### src/rtl/rf_pkg.sv
// Shared defaults and types for the renamed architectural register file.
package rf_pkg;

   localparam int RF_XLEN  = 32;
   localparam int RF_NREG  = 32;
   localparam int RF_TAG_W = 4;

   localparam logic [RF_TAG_W-1:0] NO_TAG = '0;

   typedef logic [RF_TAG_W-1:0] rf_tag_t;
   typedef logic [RF_XLEN-1:0]  rf_data_t;

   typedef struct packed {
      rf_data_t dt;
      rf_tag_t  nick;
   } rf_operand_t;

endpackage

### src/rtl/rf_operand_slot.sv
// One dispatch operand: register lookup, optional commit bypass (RENAME_RF_BYPASS_EN),
// held output register and commit-bus snoop while the operand waits in the stage.
module rf_operand_slot
   import rf_pkg::*;
#(
   parameter int XLEN  = RF_XLEN,
   parameter int NREG  = RF_NREG,
   parameter int TAG_W = RF_TAG_W,
   localparam int RW   = $clog2(NREG)
) (
   input  logic             clk,
   input  logic             rst,
   input  logic             rdy,
   input  logic             load,
   input  logic             snoop_en,
   input  logic [RW-1:0]    regnm,
   input  logic [XLEN-1:0]  reg_dt [NREG],
   input  logic [TAG_W-1:0] reg_nick [NREG],
   input  logic             rob_en,
`ifdef RENAME_RF_BYPASS_EN
   input  logic [RW-1:0]    rob_rd_regnm,
`endif
   input  logic [XLEN-1:0]  rob_rd_dt,
   input  logic [TAG_W-1:0] rob_rd_nick,
   output logic [XLEN-1:0]  dt,
   output logic [TAG_W-1:0] nick
);

   logic [XLEN-1:0]  cap_dt;
   logic [TAG_W-1:0] cap_nick;

   // Register 0 reads as a committed zero regardless of array contents.
   always_comb begin
      cap_dt   = '0;
      cap_nick = TAG_W'(NO_TAG);
      if (regnm != '0) begin
         cap_dt   = reg_dt[regnm];
         cap_nick = reg_nick[regnm];
      end
`ifdef RENAME_RF_BYPASS_EN
      if (regnm != '0 && rob_en && regnm == rob_rd_regnm &&
          rob_rd_nick != TAG_W'(NO_TAG) && reg_nick[regnm] == rob_rd_nick) begin
         cap_dt   = rob_rd_dt;
         cap_nick = TAG_W'(NO_TAG);
      end
`endif
   end

   // A held operand waiting on a tag picks up the matching commit so it never goes stale.
   always_ff @(posedge clk) begin
      if (rst) begin
         dt   <= '0;
         nick <= TAG_W'(NO_TAG);
      end else if (rdy) begin
         if (load) begin
            dt   <= cap_dt;
            nick <= cap_nick;
         end else if (snoop_en && rob_en && nick != TAG_W'(NO_TAG) && nick == rob_rd_nick) begin
            dt   <= rob_rd_dt;
            nick <= TAG_W'(NO_TAG);
         end
      end
   end

endmodule

### src/rtl/rename_regfile_mp.sv
// Multi-operand architectural register file with rename tags and a one-deep dispatch stage.
// Optional same-cycle commit bypass on read is enabled by defining RENAME_RF_BYPASS_EN.
module rename_regfile_mp
   import rf_pkg::*;
#(
   parameter int XLEN      = RF_XLEN,
   parameter int NREG      = RF_NREG,
   parameter int TAG_W     = RF_TAG_W,
   parameter int NRD       = 2,
   parameter int PAYLOAD_W = 64,
   localparam int RW       = $clog2(NREG)
) (
   input  logic                 clk,
   input  logic                 rst,
   input  logic                 rdy,
   input  logic                 clr,
   input  logic                 iIND_en,
   output logic                 oIND_rdy,
   input  logic [NRD*RW-1:0]    iIND_regnm,
   input  logic [PAYLOAD_W-1:0] iIND_payload,
   output logic                 oDP_en,
   input  logic                 iDP_rdy,
   output logic [NRD*XLEN-1:0]  oDP_dt,
   output logic [NRD*TAG_W-1:0] oDP_nick,
   output logic [PAYLOAD_W-1:0] oDP_payload,
   input  logic                 iROB_nick_en,
   input  logic [RW-1:0]        iROB_nick_regnm,
   input  logic [TAG_W-1:0]     iROB_nick,
   input  logic                 iROB_en,
   input  logic [RW-1:0]        iROB_rd_regnm,
   input  logic [XLEN-1:0]      iROB_rd_dt,
   input  logic [TAG_W-1:0]     iROB_rd_nick
);

   logic [XLEN-1:0]  reg_dt   [NREG];
   logic [TAG_W-1:0] reg_nick [NREG];
   logic             accept;
   logic             commit_hit;

   assign oIND_rdy   = rdy & ~clr & (~oDP_en | iDP_rdy);
   assign accept     = iIND_en & oIND_rdy;
   assign commit_hit = iROB_en && iROB_rd_nick != TAG_W'(NO_TAG) &&
                       reg_nick[iROB_rd_regnm] == iROB_rd_nick;

   // Commit data always lands; for the tag, flush beats rename, which beats commit-clear.
   always_ff @(posedge clk) begin
      if (rst) begin
         for (int i = 0; i < NREG; i++) begin
            reg_dt[i]   <= '0;
            reg_nick[i] <= TAG_W'(NO_TAG);
         end
      end else if (rdy) begin
         if (iROB_en && iROB_rd_regnm != '0)
            reg_dt[iROB_rd_regnm] <= iROB_rd_dt;
         if (clr) begin
            for (int i = 0; i < NREG; i++)
               reg_nick[i] <= TAG_W'(NO_TAG);
         end else begin
            if (commit_hit && iROB_rd_regnm != '0)
               reg_nick[iROB_rd_regnm] <= TAG_W'(NO_TAG);
            if (iROB_nick_en && iROB_nick_regnm != '0)
               reg_nick[iROB_nick_regnm] <= iROB_nick;
         end
      end
   end

   always_ff @(posedge clk) begin
      if (rst) begin
         oDP_en      <= 1'b0;
         oDP_payload <= '0;
      end else if (rdy) begin
         if (accept) begin
            oDP_en      <= 1'b1;
            oDP_payload <= iIND_payload;
         end else if (clr || iDP_rdy) begin
            oDP_en <= 1'b0;
         end
      end
   end

   for (genvar k = 0; k < NRD; k++) begin : g_slot
      rf_operand_slot #(
         .XLEN  (XLEN),
         .NREG  (NREG),
         .TAG_W (TAG_W)
      ) u_slot (
         .clk          (clk),
         .rst          (rst),
         .rdy          (rdy),
         .load         (accept),
         .snoop_en     (oDP_en & ~accept),
         .regnm        (iIND_regnm[k*RW +: RW]),
         .reg_dt       (reg_dt),
         .reg_nick     (reg_nick),
         .rob_en       (iROB_en),
`ifdef RENAME_RF_BYPASS_EN
         .rob_rd_regnm (iROB_rd_regnm),
`endif
         .rob_rd_dt    (iROB_rd_dt),
         .rob_rd_nick  (iROB_rd_nick),
         .dt           (oDP_dt[k*XLEN +: XLEN]),
         .nick         (oDP_nick[k*TAG_W +: TAG_W])
      );
   end

endmodule

### config.mk
export PLATFORM = sky130hd
export DESIGN_NAME = rename_regfile_mp
export DESIGN_NICKNAME = d
export VERILOG_FILES = /design/src/rtl/rf_pkg.sv /design/src/rtl/rf_operand_slot.sv /design/src/rtl/rename_regfile_mp.sv
export SDC_FILE = /design/constraint.sdc
export NUM_CORES = 2
export LEC_CHECK = 0
export CORE_MARGIN = 1
export CORE_UTILIZATION = 40
export DETAILED_ROUTE_END_ITERATION = 7
export GPL_TIMING_DRIVEN = 0
export SLEW_MARGIN = 20
export SYNTH_ARGS = -nofsm -noshare
export SYNTH_HDL_FRONTEND = slang
export SYNTH_SLANG_ARGS = --single-unit
export TNS_END_PERCENT = 20
### constraint.sdc
create_clock -name clk -period 7.16 [get_ports clk]
set_clock_uncertainty 0.05 [all_clocks]
set_input_delay 1.074 -clock clk [delete_from_list [all_inputs] [get_ports clk]]
set_output_delay 1.074 -clock clk [all_outputs]
set_load 0.02 [all_outputs]
==> results_dict.tcl <==
set metrics [dict create \
    powerDensity_nw_per_um2 225 \
    totalWireLength_um 303000 \
    synthTopCellsByArea "dfxtp_1 (39%), mux4_2 (18%), nand2_1 (14%)" \
    h-tree-depth 4 \
    yosysTopAreaCellShare_pct 39.3 \
    vias_per_cell 6.11 \
    nets 8072 \
    vias 62600 \
    p_leak_nw 24.1 \
    hold_violations 0 \
    instances_no_fill 10200 \
    synth_seq_cells 1289 \
    grt_antenna_before_repair 31 \
    cts_sinks 1289 \
    placed_cells 9963 \
    clk_path_buf_depth 3 \
    path_cells "clkbuf_1, clkbuf_2, buf_2, clkbuf_1, nor4_1, nor2_1, clkbuf_1, o21ai_0, a311oi_1" \
    critPathSlowestCell "nor2_1" \
    grt_max_degree 17 \
    dr.pass1.iters 8 \
    grt_pass1_vias 58100 \
    hold_path_class "flip-flop to flip-flop" \
    syn_to_final_growth_pct 16.1 \
    drt-initial-drc-count 9208 \
    start_kind "input port" \
    layout_commonest_cell "nand2_1" \
    rsz0062_at_grt "false" \
    placed_area_um2 71100 \
    clockRootBuffer "clkbuf_16" \
    port-buffer-count 257 \
    cpMostUsedCell "clkbuf_1" \
    postCtsSetupBuffers 0 \
    core_um2 163000 \
    std_cell_rows 148 \
    boundaryPins 270 \
    grtUsageTotal_pct 35.2 \
    postSynthCellCount 7527 \
    status "complete, no violations" \
    cts_tree "yes" \
    ir_drop_mv 0.273 \
    drtAntennaViolNets 0 \
    die_area_um2 166000 \
    routedWlPerCell_um 29.6 \
    yosys_warnings 0 \
    path_depth 9 \
    synthArstFlopShare_pct 0 \
    yosysTopAreaCell "dfxtp_1" \
    fin_crit_sh_pct 80.6 \
    arrival_ns 6.44 \
    p_total_mw 17.2 \
    cpLargestDelayFamily "buffers and inverters" \
    reg2regPathDepth 6 \
    hold_buffers 0 \
    yosysUniqueCellTypes 51 \
    fin_area_um2 76300 \
    drc_errors 0 \
    avgSynthCellArea_um2 8.73 \
    min_path_cells 2 \
    crit_buf_inv 5 \
    path_clk_slew_ns 0.06 \
    maxCapViolations 0 \
    final_cell_mix "nand2_1 (2,382), dfxtp_1 (1,289), a21oi_1 (1,285), clkbuf_1 (632), mux4_2 (517)" \
    maxSlewViolCount 0 \
    worst_pin_slew_ns 1.25 \
    max_stage_delay_ns 0.90 \
    numCtsBuffers 150 \
    syn-num-nets 7659 \
    slew_headroom_pct 16.7 \
    crit_path_max_fanout 10 \
    synth-main-ff-cell "dfxtp_1" \
    setup_viol 0 \
    start_util_pct 40.3 \
    drive_gt1_share_pct 12.2 \
    grt_pass1_wl_um 420000 \
    hpwl_um 241000 \
    seq_area_frac_synth_pct 39.3 \
    dieWidth_um 407 \
    min_period_ns 5.77 \
    grt.overflow.total 0 \
    fmax_mhz 173 \
    cts_resized 0 \
    cp-end-kind "flip-flop" \
    gp_congestion 1.05 \
    synth-edff-count 0 \
    die_h_um 407 \
    worst-setup-path-type "input port to flip-flop" \
    fin_setup_tns_ns 0 \
    critical_path_required_ns 7.82 \
    syn_area_um2 65700 \
    worstSkewPairLatency_ns 0.83 \
]
==> cell type report <==
type                    instances  area, µm²
fillers                     15700      86600
multi-input cells            5512      37200
flip-flops and latches       1289      25800
clock buffers                 209       4300
plain buffers                 721       2820
well taps                    2175       2720
repair buffers                261       2620
clock inverters                59        868
diodes                          9       22.5
inverters                       5       18.8
==> where the power goes <==
| group | switching, mW | leakage [nW] | internal (mW) |
|---|---|---|---|
| sequential | 0.0530 | 10.4 | 7.23 |
| combinational | 1.17 | 11.2 | 0.467 |
| clock | 3.37 | 2.51 | 4.88 |
| total | 4.59 | 24.1 | 12.6 |
==> per-layer routing <==
layer / share of wire (%) / track usage, % / wire length (µm) / up-vias
met3: 14 / 14.1 / 43500 / 599
met2: 41 / 50.0 / 124000 / 3854
met1: 40 / 46.9 / 120000 / 30600
li1: - / - / - / 27400
met5: 0.12 / 1.03 / 359 / -
met4: 4.7 / 14.9 / 14400 / 18
==> worst reg2reg max path: stages, from the launching register on <==
cell and delay [ns]:
dfxtp_1 0.33, a21oi_1 0.24, nand2_2 0.62, nor2_1 1.14
clkbuf_1 0.82, o21ai_0 0.43, a311oi_1 0.35
==> state kept, by name (all words and copies together), names as in the netlist <==
register	flops
g_slot.u_slot.dt	64
oDP_en	1
g_slot.u_slot.nick	8
reg_nick	128
oDP_payload	64
reg_dt	1024
==> Yosys cell counts, types with 4 or more instances <==
library cell     n
nand2_1       2383
nand2b_1        11
nor4_1           5
or3_1            4
o41ai_4         30
o221ai_1        72
nor2b_1         39
clkbuf_1       629
nor2_1         211
nor3b_1         38
o21ai_1        124
inv_1            5
buf_1           69
xor2_1           4
buf_2           15
buf_4            5
a22oi_1         54
mux2_2         111
a311oi_1        64
o22ai_1         84
dfxtp_1       1289
o21ai_0        111
mux4_2         517
nand3_1          7
or2_2            7
nor3_1          47
a21oi_1       1285
mux2i_1        257
xnor2_1          4
and2_1          13
==> logic make-up after synthesis <==
logic type | count (synthesis) | share of synthesized area [%]
AND/OR/NAND/NOR | 2782 | 16.6
buffers and inverters | 726 | 4.24
flip-flops | 1289 | 39.3
AO/OA/AOI/OAI | 1837 | 16.2
XOR/XNOR | 8 | 0.107
multiplexers | 885 | 23.5
==> path summary, 6_finish.rpt <==
check | from | to | slack (ns)
max | iIND_regnm[0] | g_slot[0].u_slot.dt[20]$_SDFFE_PP0P_ | 1.39
min | oDP_payload[7]$_SDFFE_PP0P_ | oDP_payload[7]$_SDFFE_PP0P_ | 0.40
max reg2reg | oDP_en$_SDFFE_PP0P_ | g_slot[0].u_slot.dt[20]$_SDFFE_PP0P_ | 3.07
min reg2reg | oDP_payload[7]$_SDFFE_PP0P_ | oDP_payload[7]$_SDFFE_PP0P_ | 0.40
==> through the flow <==
stage	setup WS [ns]	util [%]	hold slack (ns)
after floorplan	3.28	-	0.393
after global placement	0.321	43.6	0.392
after detailed placement	0.658	43.6	0.396
after CTS	1.49	46.8	0.404
after global routing	1.63	46.8	0.416
final	1.39	46.8	0.402
Power figures use the tool's default switching activity.
